--- config.mk ---
export PLATFORM = sky130hd
export DESIGN_NAME = uart_rx
export DESIGN_NICKNAME = d
export VERILOG_FILES = /design/src/rtl/uart_rx_pkg.sv /design/src/rtl/uart_baud_tick.sv /design/src/rtl/uart_rx.sv
export SDC_FILE = /design/constraint.sdc
export NUM_CORES = 1
export LEC_CHECK = 0
export BUFFER_PORTS_ARGS = -buffer_cell sky130_fd_sc_hd__buf_2
export CAP_MARGIN = 20
export CORE_MARGIN = 8
export CORE_UTILIZATION = 40
export CTS_BUF_LIST = sky130_fd_sc_hd__clkbuf_4
export CTS_CLUSTER_SIZE = 12
export DETAILED_ROUTE_END_ITERATION = 6
export PLACE_DENSITY = 0.56
export SLEW_MARGIN = 20
export SYNTH_ARGS = -nofsm -noshare
export SYNTH_HDL_FRONTEND = slang
export SYNTH_SLANG_ARGS = --single-unit
--- constraint.sdc ---
create_clock -name clk -period 3.8 [get_ports clk]
set_clock_uncertainty 0.2 [all_clocks]
set_input_delay 0.76 -clock clk [delete_from_list [all_inputs] [get_ports clk]]
set_output_delay 0.76 -clock clk [all_outputs]
set_load 0.005 [all_outputs]
--- src/rtl/uart_rx_pkg.sv ---
`default_nettype none
`timescale 1ns/1ps
// +----------------------------------------------------------------------+
// | uart_rx_pkg : UART state encodings and oversampling constants         |
// | Rev 1.0                                                               |
// +----------------------------------------------------------------------+
package uart_rx_pkg;

  typedef enum logic [2:0] {
    ST_IDLE  = 3'd0,
    ST_START = 3'd1,
    ST_DATA  = 3'd2,
    ST_STOP  = 3'd3,
    ST_BREAK = 3'd4
  } state_t;

  localparam int unsigned c_oversample = 16;
  localparam logic [3:0]  c_sample_lo  = 4'd7;
  localparam logic [3:0]  c_sample_mid = 4'd8;
  localparam logic [3:0]  c_sample_hi  = 4'd9;

  function automatic logic maj3(input logic a, input logic b, input logic c);
    return (a & b) | (a & c) | (b & c);
  endfunction

endpackage
`default_nettype wire

--- src/rtl/uart_baud_tick.sv ---
`default_nettype none
`timescale 1ns/1ps
// +----------------------------------------------------------------------+
// | uart_baud_tick : single-cycle tick every DIV clocks, phase clearable  |
// | Rev 1.0                                                               |
// +----------------------------------------------------------------------+
module uart_baud_tick #(
  parameter int DIV = 54
) (
  input  logic clk,
  input  logic rst,
  input  logic clr,
  output logic tick
);

  localparam int c_cw = (DIV > 1) ? $clog2(DIV) : 1;
  localparam logic [c_cw-1:0] c_last = c_cw'(DIV - 1);

  logic [c_cw-1:0] r_cnt;

  always_ff @(posedge clk or posedge rst) begin
    if (rst) begin
      r_cnt <= '0;
    end else if (clr || (r_cnt == c_last)) begin
      r_cnt <= '0;
    end else begin
      r_cnt <= r_cnt + c_cw'(1);
    end
  end

  // A clear restarts the phase, so no tick may leak out on that cycle.
  assign tick = (r_cnt == c_last) && !clr;

endmodule
`default_nettype wire

--- src/rtl/uart_rx.sv ---
`default_nettype none
`timescale 1ns/1ps
// +----------------------------------------------------------------------+
// | uart_rx : 8N1 receiver, 16x oversampling, 3-sample majority vote      |
// | Rev 1.0                                                               |
// +----------------------------------------------------------------------+
module uart_rx
  import uart_rx_pkg::*;
#(
  parameter int CLK_FREQ = 100000000,
  parameter int BAUD     = 115200,
  parameter int DIV      = CLK_FREQ / (BAUD * 16)
) (
  input  logic       clk,
  input  logic       rst,
  input  logic       rx,
  output logic [7:0] rx_data,
  output logic       rx_valid,
  input  logic       rx_ready,
  output logic       frame_err,
  output logic       overrun,
  output logic       busy
);

  state_t     r_state, w_state_nxt;
  logic       r_rx_meta, r_rx_s;
  logic       w_tick, w_clr;
  logic [3:0] r_sample, w_sample_nxt;
  logic       r_s_lo, r_s_mid;
  logic       w_vote, w_vote_en;
  logic [2:0] r_bitcnt;
  logic [7:0] r_shreg;
  logic       w_shift, w_bit_clr, w_deliver, w_ferr;
  logic       r_deliver;
  logic [7:0] r_rx_data;
  logic       r_rx_valid, r_frame_err, r_overrun;

  uart_baud_tick #(.DIV(DIV)) u_tick (
    .clk  (clk),
    .rst  (rst),
    .clr  (w_clr),
    .tick (w_tick)
  );

  assign w_sample_nxt = r_sample + 4'd1;
  assign w_vote_en    = w_tick && (w_sample_nxt == c_sample_hi);
  assign w_vote       = maj3(r_s_lo, r_s_mid, r_rx_s);

  always_ff @(posedge clk or posedge rst) begin
    if (rst) begin
      r_state <= ST_IDLE;
    end else begin
      r_state <= w_state_nxt;
    end
  end

  always_comb begin
    w_state_nxt = r_state;
    w_clr       = 1'b0;
    w_shift     = 1'b0;
    w_bit_clr   = 1'b0;
    w_deliver   = 1'b0;
    w_ferr      = 1'b0;
    case (r_state)
      ST_IDLE: begin
        if (!r_rx_s) begin
          w_state_nxt = ST_START;
          w_clr       = 1'b1;
        end
      end
      ST_START: begin
        if (w_vote_en) begin
          if (!w_vote) begin
            w_state_nxt = ST_DATA;
            w_bit_clr   = 1'b1;
          end else begin
            w_state_nxt = ST_IDLE;
          end
        end
      end
      ST_DATA: begin
        if (w_vote_en) begin
          w_shift = 1'b1;
          if (r_bitcnt == 3'd7) w_state_nxt = ST_STOP;
        end
      end
      ST_STOP: begin
        if (w_vote_en) begin
          if (w_vote) begin
            w_deliver   = 1'b1;
            w_state_nxt = ST_IDLE;
          end else begin
            w_ferr      = 1'b1;
            w_state_nxt = ST_BREAK;
          end
        end
      end
      ST_BREAK: begin
        // A held-low line must go high before a new start can be seen.
        if (r_rx_s) w_state_nxt = ST_IDLE;
      end
      default: w_state_nxt = ST_IDLE;
    endcase
  end

  always_ff @(posedge clk or posedge rst) begin
    if (rst) begin
      r_rx_meta <= 1'b1;
      r_rx_s    <= 1'b1;
      r_sample  <= 4'd0;
      r_s_lo    <= 1'b1;
      r_s_mid   <= 1'b1;
      r_bitcnt  <= 3'd0;
      r_shreg   <= 8'h00;
    end else begin
      r_rx_meta <= rx;
      r_rx_s    <= r_rx_meta;
      if (w_clr) begin
        r_sample <= 4'd0;
      end else if (w_tick) begin
        r_sample <= w_sample_nxt;
      end
      if (w_tick && (w_sample_nxt == c_sample_lo))  r_s_lo  <= r_rx_s;
      if (w_tick && (w_sample_nxt == c_sample_mid)) r_s_mid <= r_rx_s;
      if (w_bit_clr) begin
        r_bitcnt <= 3'd0;
      end else if (w_shift) begin
        r_bitcnt <= r_bitcnt + 3'd1;
      end
      if (w_shift) r_shreg <= {w_vote, r_shreg[7:1]};
    end
  end

  // Delivery lands one clock after the stop vote; the shift register is
  // quiet in that cycle, so it can be copied directly.
  always_ff @(posedge clk or posedge rst) begin
    if (rst) begin
      r_deliver   <= 1'b0;
      r_rx_data   <= 8'h00;
      r_rx_valid  <= 1'b0;
      r_frame_err <= 1'b0;
      r_overrun   <= 1'b0;
    end else begin
      r_deliver   <= w_deliver;
      r_frame_err <= w_ferr;
      r_overrun   <= 1'b0;
      if (r_deliver) begin
        if (r_rx_valid && !rx_ready) begin
          r_overrun <= 1'b1;
        end else begin
          r_rx_data  <= r_shreg;
          r_rx_valid <= 1'b1;
        end
      end else if (r_rx_valid && rx_ready) begin
        r_rx_valid <= 1'b0;
      end
    end
  end

  assign rx_data   = r_rx_data;
  assign rx_valid  = r_rx_valid;
  assign frame_err = r_frame_err;
  assign overrun   = r_overrun;
  assign busy      = (r_state != ST_IDLE);

endmodule
`default_nettype wire
Yosys cells after proc, flatten, opt, wreduce, memory -nomap -nowiden
Cells that the tools add are included.

cells by class
  $add $sub $neg = 3
  equal/unequal tests = 16
  mux-type cells = 30
  bitwise logic cells = 6
  reduce and logical (&&, ||, !) cells = 17

operators by type and width
  kind                 count
  $mux 3               9
  $mux 1               16
  $pmux 3 s5           1
  $ne 2x2->1 const B   7
  $eq 4x4->1 const B   2
  $mux 4               2
  $add 6x1->6 const B  1
  $eq 3x2->1 const B   2
  $eq 3x3->1 const B   2
  $eq 6x6->1 const B   1
  $logic_and 1x1->1    6
  $mux 6               1
  $reduce_and 6->1     1
  $reduce_bool 2->1    3
  $add 4x1->4 const B  1
  $eq 4x3->1 const B   1
  $reduce_and 2->1     2
  $add 3x1->3 const B  1
  $and 1x1->1          3
  $eq 3x1->1 const B   1
  $logic_not 3->1      1
  $reduce_bool 3->1    1
  $logic_not 1->1      2
  $mux 2               1
  3 further kinds      4

word-level totals
  register bits after elaboration = 40
  output and inout bits = 12
  logic and storage cells = 86

Longest topological paths before layout
Gate-level depths: netlist of run 1.

  depth in word-level cells = 9
  gate-level depth with buffers = 7
  gate-level depth less buffers = 7

By module
Synthesis of run 1 repeated with hierarchy kept, for this count alone.

unflattened totals
  cells, all modules = 146
  area, all modules = 1816.7 um^2

modules (own cells, without submodules)
  module          times used  cells each  area an instance (um^2)
  uart_rx         1           118         1521.5
  uart_baud_tick  1           28          295.3

Least setup slack after synthesis of run 1
OpenSTA, ideal clock, no wires.

  path kind = register -> register
  start point = register r_sample[0]
  end point = register r_shreg[0]
  library setup time = 0.125 ns
  arrival = 1.962 ns
  path slack = 1.513 ns
  stages on the path, launching flop included = 7
  cell sequence = dfrtp_1 -> ha_1 -> or2_2 -> o21ai_0 -> a22oi_2 -> nor4_4 -> mux2_2

between the ends
  word-level cells in the longest chain between the ends = 5

RTL lines
  what                      RTL line        text
  start: declaration        uart_rx.sv:28   logic [3:0] r_sample, w_sample_nxt;
  start signal: assignment  uart_rx.sv:121  r_sample <= w_sample_nxt;
  $add 4x1->4               uart_rx.sv:45   assign w_sample_nxt = r_sample + 4'd1;
  $eq 4x4->1                uart_rx.sv:46   assign w_vote_en = w_tick && (w_sample_nxt == c_sample_hi);
  $logic_and 1x1->1         uart_rx.sv:46
  $mux 1                    uart_rx.sv:82   if (w_vote_en) begin
  $mux 1                    uart_rx.sv:64   case (r_state)
  end signal: assignment    uart_rx.sv:130  if (w_shift) r_shreg <= {w_vote, r_shreg[7:1]};
  end: declaration          uart_rx.sv:32   logic [7:0] r_shreg;

Every way passes these cells.
A chain may end at the register's enable or synchronous reset.

Final worst setup path of run 1
  start point = register u_tick.r_cnt[1]
  end point = register r_shreg[3]

between the ends
  word-level cells in the longest chain between the ends = 5

RTL lines
  what                      RTL line              text
  start: declaration        uart_baud_tick.sv:19  logic [c_cw-1:0] r_cnt;
  start signal: assignment  uart_baud_tick.sv:27  r_cnt <= r_cnt + c_cw'(1);
  $eq 6x6->1                uart_baud_tick.sv:32  assign tick = (r_cnt == c_last) && !clr;
  $logic_and 1x1->1         uart_baud_tick.sv:32
  $logic_and 1x1->1         uart_rx.sv:46
  $mux 1                    uart_rx.sv:82
  $mux 1                    uart_rx.sv:64

Every way passes these cells.

==> impl_metrics.sql, run 1 <==
INSERT INTO impl_metrics (metric_group, metric, value, unit) VALUES
('run_status', 'outcome', 'finished, final reports clean', ''),
('drt', 'route.detailed.wl_per_inst', '13.9', 'um'),
('synth', 'async_flop_share', '100', '%'),
('die', 'initial_core_utilization', '40.4', '%'),
('pwr', 'power.static_leakage', '0.995', 'nW'),
('setup_path', 'worstSetupStartpointType', 'flip-flop', ''),
('clock_network', 'clock_sink_count', '40', ''),
('clock_network', 'ctsRootBufferMaster', 'clkbuf_4', ''),
('die', 'die_y', '84.4', 'um'),
('die', 'die_w', '84.4', 'um'),
('setup_path', 'cp_max_fo', '10', ''),
('final_layout', 'insertedDiodeCount', '0', ''),
('flow_run', 'maxCapViolations', '0', ''),
('final_layout', 'filler_cell_count', '434', ''),
('synth', 'ys_ff_latch', '40', ''),
('setup_path', 'worstSetupPathType', 'flip-flop to flip-flop', ''),
('drt', 'drtIter0Drc', '82', ''),
('die', 'core-area', '4630', 'um^2'),
('drt', 'wl_met2', '1510', 'um'),
('synth', 'ys.flop_type', 'dfrtp_1', ''),
('die', 'die-area', '7120', 'um^2'),
('sta', 'rsz0062_at_grt', 'false', ''),
('sta', 'final-max-slew-violation-count', '0', ''),
('global_route', 'overflow', '0', ''),
('sta', 'post-route-period-util', '65.6', '%'),
('synth', 'synth_fp_nets', '170', ''),
('setup_path', 'critPathArrivalTime', '2.54', 'ns'),
('synth', 'syn_area_per_cell', '11.8', 'um^2'),
('sta', 'maxClockFrequency', '401', 'MHz'),
('synth', 'syn-cell-area', '1870', 'um^2'),
('worst_hold_path', 'min_from', 'r_rx_meta', ''),
('clock_network', 'h-tree-depth', '2', ''),
('synth', 'yosys.cell_types.count', '39', ''),
('synth', 'cells_after_synthesis', '158', ''),
('global_route', 'initial_antenna_violation_count', '0', ''),
('drt', 'postRouteWirelength', '3240', 'um'),
('final_layout', 'finalNetCount', '190', ''),
('synth', 'synth.top_cells.by_area', 'dfrtp_1, mux2_2, dfstp_2', ''),
('setup_path', 'timing.rr.start', 'u_tick.r_cnt[1]', ''),
('placed_design', 'globalplace.congestion', '0.779', ''),
('clock_network', 'clkLatencyLatePin', '0.35', 'ns'),
('setup_path', 'critPathLaunch', 'u_tick.r_cnt[1]', ''),
('synth', 'yosysTopAreaCellShare', '48.2', '%'),
('setup_path', 'r2r.worst_path.cells', '7', ''),
('setup_path', 'critical_path.reg2reg.endpoint', 'r_shreg[3]', ''),
('global_route', 'first_global_vias', '1247', ''),
('worst_hold_path', 'worst_hold_path.endpoint', 'r_rx_s', ''),
('drt', 'routedLengthMet1', '1540', 'um'),
('setup_path', 'timing.critical_path.required', '3.85', 'ns'),
('drt', 'wl_met3', '119', 'um'),
('synth', 'synth.largest_area_cell', 'dfrtp_1', ''),
('drt', 'routed-via-count', '1204', ''),
('sta', 'finalSetupViolCount', '0', ''),
('setup_path', 'crit_chain', 'inv_1, ha_1, nand2_2, nor3_4, a22oi_2, nor4_4, mux2_2', ''),
('pwr', 'power.density_cell_area', '317', 'nW/um^2'),
('pwr', 'report.power.total', '654', 'uW'),
('sta', 'relSlewSlack', '43.0', '%'),
('global_route', 'grt_start_max_net_pins', '22', ''),
('drt', 'ant_nets', '0', ''),
('global_route', 'global_route.usage.total', '10.2', '%'),
('die', 'io_pins', '16', ''),
('synth', 'synth_enable_flop_cells', '0', ''),
('pwr', 'vdd.ir_drop.worst', '191', 'uV'),
('clock_network', 'holdBufCountCts', '0', ''),
('clock_network', 'max-clock-path-buffers', '2', ''),
('clock_network', 'clkSlewWorstSetupHoldPaths', '0.12', 'ns'),
('sta', 'tightestPinTransition', '0.854', 'ns'),
('drt', 'detail_route.first_pass.iterations', '4', ''),
('placed_design', 'place.port_buffers', '15', ''),
('setup_path', 'critPathCaptureType', 'flip-flop', ''),
('drt', 'top_layer_used', 'met4', '');
## critical path, delay by kind of cell, from the launching register on
kind,cells,cell delay (ns)
AO/OA/AOI/OAI,1,0.17
flip-flops,1,0.42
multiplexers,1,0.39
AND/OR/NAND/NOR,3,1.00
buffers and inverters,1,0.06
adder cells (fa/ha/maj),1,0.14
## where the power goes
part           switching [mW]  total (mW)  internal (mW)
combinational         0.00911      0.0113        0.00218
sequential           0.000853       0.429          0.428
clock                   0.143       0.214         0.0711
total                   0.153       0.654          0.501
## flip-flops by register name (all words and copies together), names as in the netlist
name and cells:
u_tick.r_cnt 6, frame_err 1, r_s_lo 1, r_s_mid 1, r_bitcnt 3, r_rx_s 1
r_deliver 1, r_sample 4, overrun 1, r_state 3, r_shreg 8, rx_valid 1
rx_data 8, r_rx_meta 1
## layer usage
metal  global-route usage (%)  vias up
met5                        0        -
met4                     5.66        0
met3                     3.22        8
met2                     16.1       15
met1                     12.0      593
li1                         -      588
## stage by stage
stage | std cells | area, um^2 | hold slack (ns) | setup WS [ns] | utilization (%)
global placement | 225 | 2000 | 0.148 | 1.36 | 43.3
global route | 233 | 2060 | 0.173 | 1.14 | 44.5
finish | 233 | 2060 | 0.169 | 1.31 | 44.5
floorplan | 158 | 1870 | 0.145 | 1.51 | -
CTS | 233 | 2060 | 0.172 | 1.28 | 44.5
detailed placement | 225 | 2000 | 0.155 | 1.29 | 43.3
## cells by family after synthesis
family,Yosys count,share of synthesized area [%]
muxes,18,10.7
adders and majority gates,9,5.89
DFF,40,53.8
buffers and inverters,10,2.21
AOI/OAI and AO/OA,14,6.16
and+or+nand+nor,60,17.9
xor gates and xnor gates,7,3.28
## final cells by class
class,instances,area (um^2),share of cell area (%)
Sequential cell,40,1010,48.8
Multi-Input combinational cell,108,822,39.9
Timing Repair Buffer,16,82.6,4.01
Tap cell,54,67.6,3.28
Clock buffer,5,37.5,1.82
Inverter,7,26.3,1.28
Clock inverter,3,18.8,0.911
## Yosys cell counts (2+ instances only)
library cell	count
nor2_1	14
xor2_1	4
nand3_1	7
dfstp_2	4
ha_1	8
nand2b_1	2
mux2i_1	2
mux2_2	16
xnor2_1	3
a221o_1	3
nor2b_1	3
clkbuf_1	2
nor3_1	4
nor3b_1	5
nand2_1	11
o31ai_1	3
and2_1	3
or2_2	2
inv_1	7
dfrtp_1	36
## how the worst max path moves through the flow
| stage | endpoint | cells after the start | slack (ns) |
|---|---|---|---|
| floorplan | r_shreg[0] | 6 | 1.51 |
| global placement | r_shreg[0] | 6 | 1.36 |
| detailed placement | r_shreg[0] | 7 | 1.29 |
| CTS | r_shreg[4] | 7 | 1.28 |
| global route | r_shreg[4] | 6 | 1.14 |
| finish | r_shreg[3] | 7 | 1.31 |
(Power assumes the default switching activity.)
==> run 2, diff against run 1 <==
- ABC_AREA: default -> 1
- clock period: 3.8 -> 2.5 ns (I/O delays scaled with it)
==> impl_metrics.sql, run 2 <==
INSERT INTO impl_metrics (metric_group, metric, value, unit) VALUES
('drt', 'detail_route.first_pass.iterations', '4', ''),
('synth', 'synth_mux_area_share', '0', '%'),
('setup_path', 'worstSetupStartpointType', 'flip-flop', ''),
('synth', 'synth-warning-count', '0', ''),
('setup_path', 'cp_max_fo', '4', ''),
('die', 'initial_core_utilization', '41.6', '%'),
('die', 'die-area', '6980', 'um^2'),
('global_route', 'overflow', '0', ''),
('drt', 'viasPerCell', '4.71', ''),
('sta', 'post-route-period-util', '74.6', '%'),
('sta', 'finalSetupViolCount', '0', ''),
('drt', 'route.detailed.wl_per_inst', '11.4', 'um'),
('pwr', 'netSwitchingPower', '217', 'uW'),
('final_layout', 'area_growth', '12.6', '%'),
('sta', 'period_needed', '1.86', 'ns'),
('final_layout', 'filler_cell_count', '428', ''),
('setup_path', 'r2r_slack', '0.69', 'ns'),
('final_layout', 'area.sequential', '1010', 'um^2'),
('sta', 'relSlewSlack', '58.5', '%'),
('clock_network', 'holdBufCountCts', '0', ''),
('pwr', 'internal_power', '959', 'uW'),
('clock_network', 'clkLatencyLatePin', '0.34', 'ns'),
('pwr', 'combinationalPowerShare', '1.4', '%'),
('sta', 'final-max-slew-violation-count', '0', ''),
('final_layout', 'layout-drive-gt1-share', '19.2', '%'),
('synth', 'synth.top_cells.by_area', 'dfrtp_1, nand2_1, dfstp_2', ''),
('synth', 'yosys.cell_types.count', '27', ''),
('final_layout', 'final_area', '2050', 'um^2'),
('sta', 'hold_viol_final', '0', ''),
('sta', 'rsz0062_at_grt', 'false', ''),
('synth', 'synthesized_area_fraction_occupied_by_ao_oa_aoi_and_oai_cells', '8.09', '%'),
('synth', 'post_synth_and_or_nand_nor_area_fraction', '23.7', '%'),
('placed_design', 'placed_cell_area', '1960', 'um^2'),
('global_route', 'first_global_vias', '1342', ''),
('run_status', 'outcome', 'finished, final reports clean', ''),
('synth', 'synth.largest_area_cell', 'dfrtp_1', ''),
('global_route', 'global_route.usage.total', '10.3', '%'),
('drt', 'drc', '0', ''),
('setup_path', 'cpLargestDelayFamily', 'flip-flops', ''),
('final_layout', 'insertedDiodeCount', '0', ''),
('synth', 'synth_xor_xnor_area_share', '0.480', '%'),
('synth', 'yosysTopAreaCellShare', '49.4', '%'),
('setup_path', 'crit_path_max_incr_delay', '0.45', 'ns'),
('setup_path', 'timing.critical_path.required', '1.80', 'ns'),
('clock_network', 'cts.repair.resized', '0', ''),
('sta', 'sum_of_negative_setup_slack', '0', 'ns'),
('synth', 'syn_area_per_cell', '9.21', 'um^2'),
('die', 'placement_rows', '24', ''),
('clock_network', 'post-cts-setup-buffers', '0', ''),
('synth', 'yosysMostFrequentCell', 'nand2_1', ''),
('synth', 'cells_after_synthesis', '198', ''),
('synth', 'synth_fp_nets', '210', ''),
('placed_design', 'place.port_buffers', '15', ''),
('clock_network', 'clock_sink_count', '40', ''),
('drt', 'postRouteWirelength', '3090', 'um'),
('pwr', 'p_sw_share', '18.5', '%'),
('clock_network', 'tritoncts', 'done', ''),
('final_layout', 'commonest_non_fill_non_tap_cells_in_the_layout', 'nand2_1, dfrtp_1, inv_1', ''),
('die', 'die_w', '83.5', 'um'),
('global_route', 'initial_antenna_violation_count', '0', ''),
('final_layout', 'finalNetCount', '231', ''),
('clock_network', 'ctsRootBufferMaster', 'clkbuf_4', ''),
('synth', 'synth_fa_ha_area_share', '5.49', '%'),
('die', 'core-area', '4380', 'um^2'),
('sta', 'tightestPinTransition', '0.619', 'ns'),
('synth', 'ys_ff_latch', '40', ''),
('global_route', 'grt_start_max_net_pins', '41', ''),
('synth', 'syn-cell-area', '1820', 'um^2'),
('placed_design', 'dp.final_hpwl', '2290', 'um'),
('final_layout', 'multi_input_comb_area', '688', 'um^2'),
('worst_hold_path', 'hold_path.class', 'input pin to asynchronous set/reset pin', ''),
('setup_path', 'slowest_stage', 'dfrtp_1', ''),
('pwr', 'clock_power_share', '43.2', '%'),
('synth', 'async_flop_share', '100', '%'),
('die', 'die_y', '83.5', 'um'),
('clock_network', 'max-clock-path-buffers', '2', ''),
('setup_path', 'critPathCaptureType', 'output port', ''),
('placed_design', 'globalplace.congestion', '0.792', ''),
('setup_path', 'crit_chain', 'nor2_4, nand2_1, buf_2', ''),
('clock_network', 'h-tree-depth', '2', ''),
('pwr', 'pwr-share-seq', '55.3', '%'),
('pwr', 'vdd.ir_drop.worst', '293', 'uV'),
('final_layout', 'most_common_library_cell_in_the_layout_ignoring_fill_and_taps', 'nand2_1', ''),
('die', 'io_pins', '16', ''),
('setup_path', 'crit_buf_inv', '1', ''),
('drt', 'routed-via-count', '1276', ''),
('global_route', 'grt_first_pass_wirelength', '6070', 'um'),
('pwr', 'report.power.total', '1.18', 'mW'),
('sta', 'maxClockFrequency', '537', 'MHz'),
('setup_path', 'worstSetupPathType', 'flip-flop to output port', ''),
('drt', 'ant_nets', '0', ''),
('setup_path', 'critPathArrivalTime', '1.16', 'ns'),
('synth', 'synth_enable_flop_cells', '0', ''),
('pwr', 'power.static_leakage', '1.02', 'nW'),
('clock_network', 'clkSlewWorstSetupHoldPaths', '0.12', 'ns'),
('pwr', 'power.density_cell_area', '573', 'nW/um^2'),
('drt', 'drtIter0Drc', '76', ''),
('synth', 'largest_family_of_logic_cells_by_synthesized_area', 'simple AND/OR/NAND/NOR gates', ''),
('flow_run', 'maxCapViolations', '0', ''),
('synth', 'ys.flop_type', 'dfrtp_1', ''),
('synth', 'seq_area_frac_synth', '55.1', '%'),
('clock_network', 'number_of_buffers_created_by_cts', '5', ''),
('synth', 'yosys-top-cells-count', 'nand2_1, dfrtp_1, inv_1', '');
[run 2: changes by cell type after synthesis, moves of 4 or more]
| cell | delta |
|---|---|
| inv_1 | +20 |
| mux2_2 | -16 |
| nand2_1 | +39 |
| o21ai_0 | +20 |
| xor2_1 | -4 |
[run 2: tightest hold or removal path, cell delays in order]
cell   delay (ns)
buf_2        0.09
inv_1        0.04
buf_4        0.41
[run 2: kinds of logic after synthesis]
kind of cell	after synthesis
AOI/OAI and AO/OA	28
buffers and inverters	32
xor gates and xnor gates	1
DFF	40
and+or+nand+nor	89
adders and majority gates	8
[run 2: metrics by stage]
| stage | worst slack [ns] | hold slack (ns) | util (%) | std cells |
|---|---|---|---|---|
| after floorplan | 0.804 | 0.145 | - | 198 |
| after global placement | 0.754 | 0.146 | 44.6 | 264 |
| after detailed placement | 0.716 | 0.149 | 44.6 | 264 |
| after CTS | 0.619 | 0.0290 | 46.9 | 271 |
| after global routing | 0.517 | 0.0162 | 46.9 | 271 |
| final | 0.636 | 0.0452 | 46.9 | 271 |
[run 2: routing by layer]
metal	up-vias	part of all wire [%]	track usage, %
met5	-	0	0
met1	572	49	13.0
met4	0	2.7	4.87
met2	21	43	15.8
met3	10	4.5	3.13
li1	673	-	-
[run 2: area by class of cell]
cell class                      count  area share [%]
Inverter                           30            5.60
Clock inverter                      2            2.92
Multi-Input combinational cell    126            33.5
Tap cell                           52            3.17
Clock buffer                        5            1.83
Timing Repair Buffer               16            4.02
Sequential cell                    40            49.0
[run 2: final timing paths]
kind                              from    endpoint  depth (start not counted)
max                         r_state[1]        busy                          3
min                                rst  r_shreg[6]                          3
max reg2reg                r_sample[1]  r_shreg[2]                          8
min reg2reg                  r_rx_meta      r_rx_s                          0
max in group asynchronous          rst      r_s_lo                          3
min in group clk                    rx   r_rx_meta                          1
[run 2: power by group through the flow]
| stage | registers (mW) | logic (mW) | clock network [mW] |
|---|---|---|---|
| 6_report | 0.651 | 0.0168 | 0.509 |
| 5_1_grt | 0.652 | 0.0207 | 0.556 |
| 4_1_cts | 0.651 | 0.0182 | 0.524 |
| 3_5_place_dp | 0.663 | 0.0181 | 0 |
| 3_3_place_gp | 0.663 | 0.0185 | 0 |
| 2_1_floorplan | 0.663 | 0.0109 | 0 |
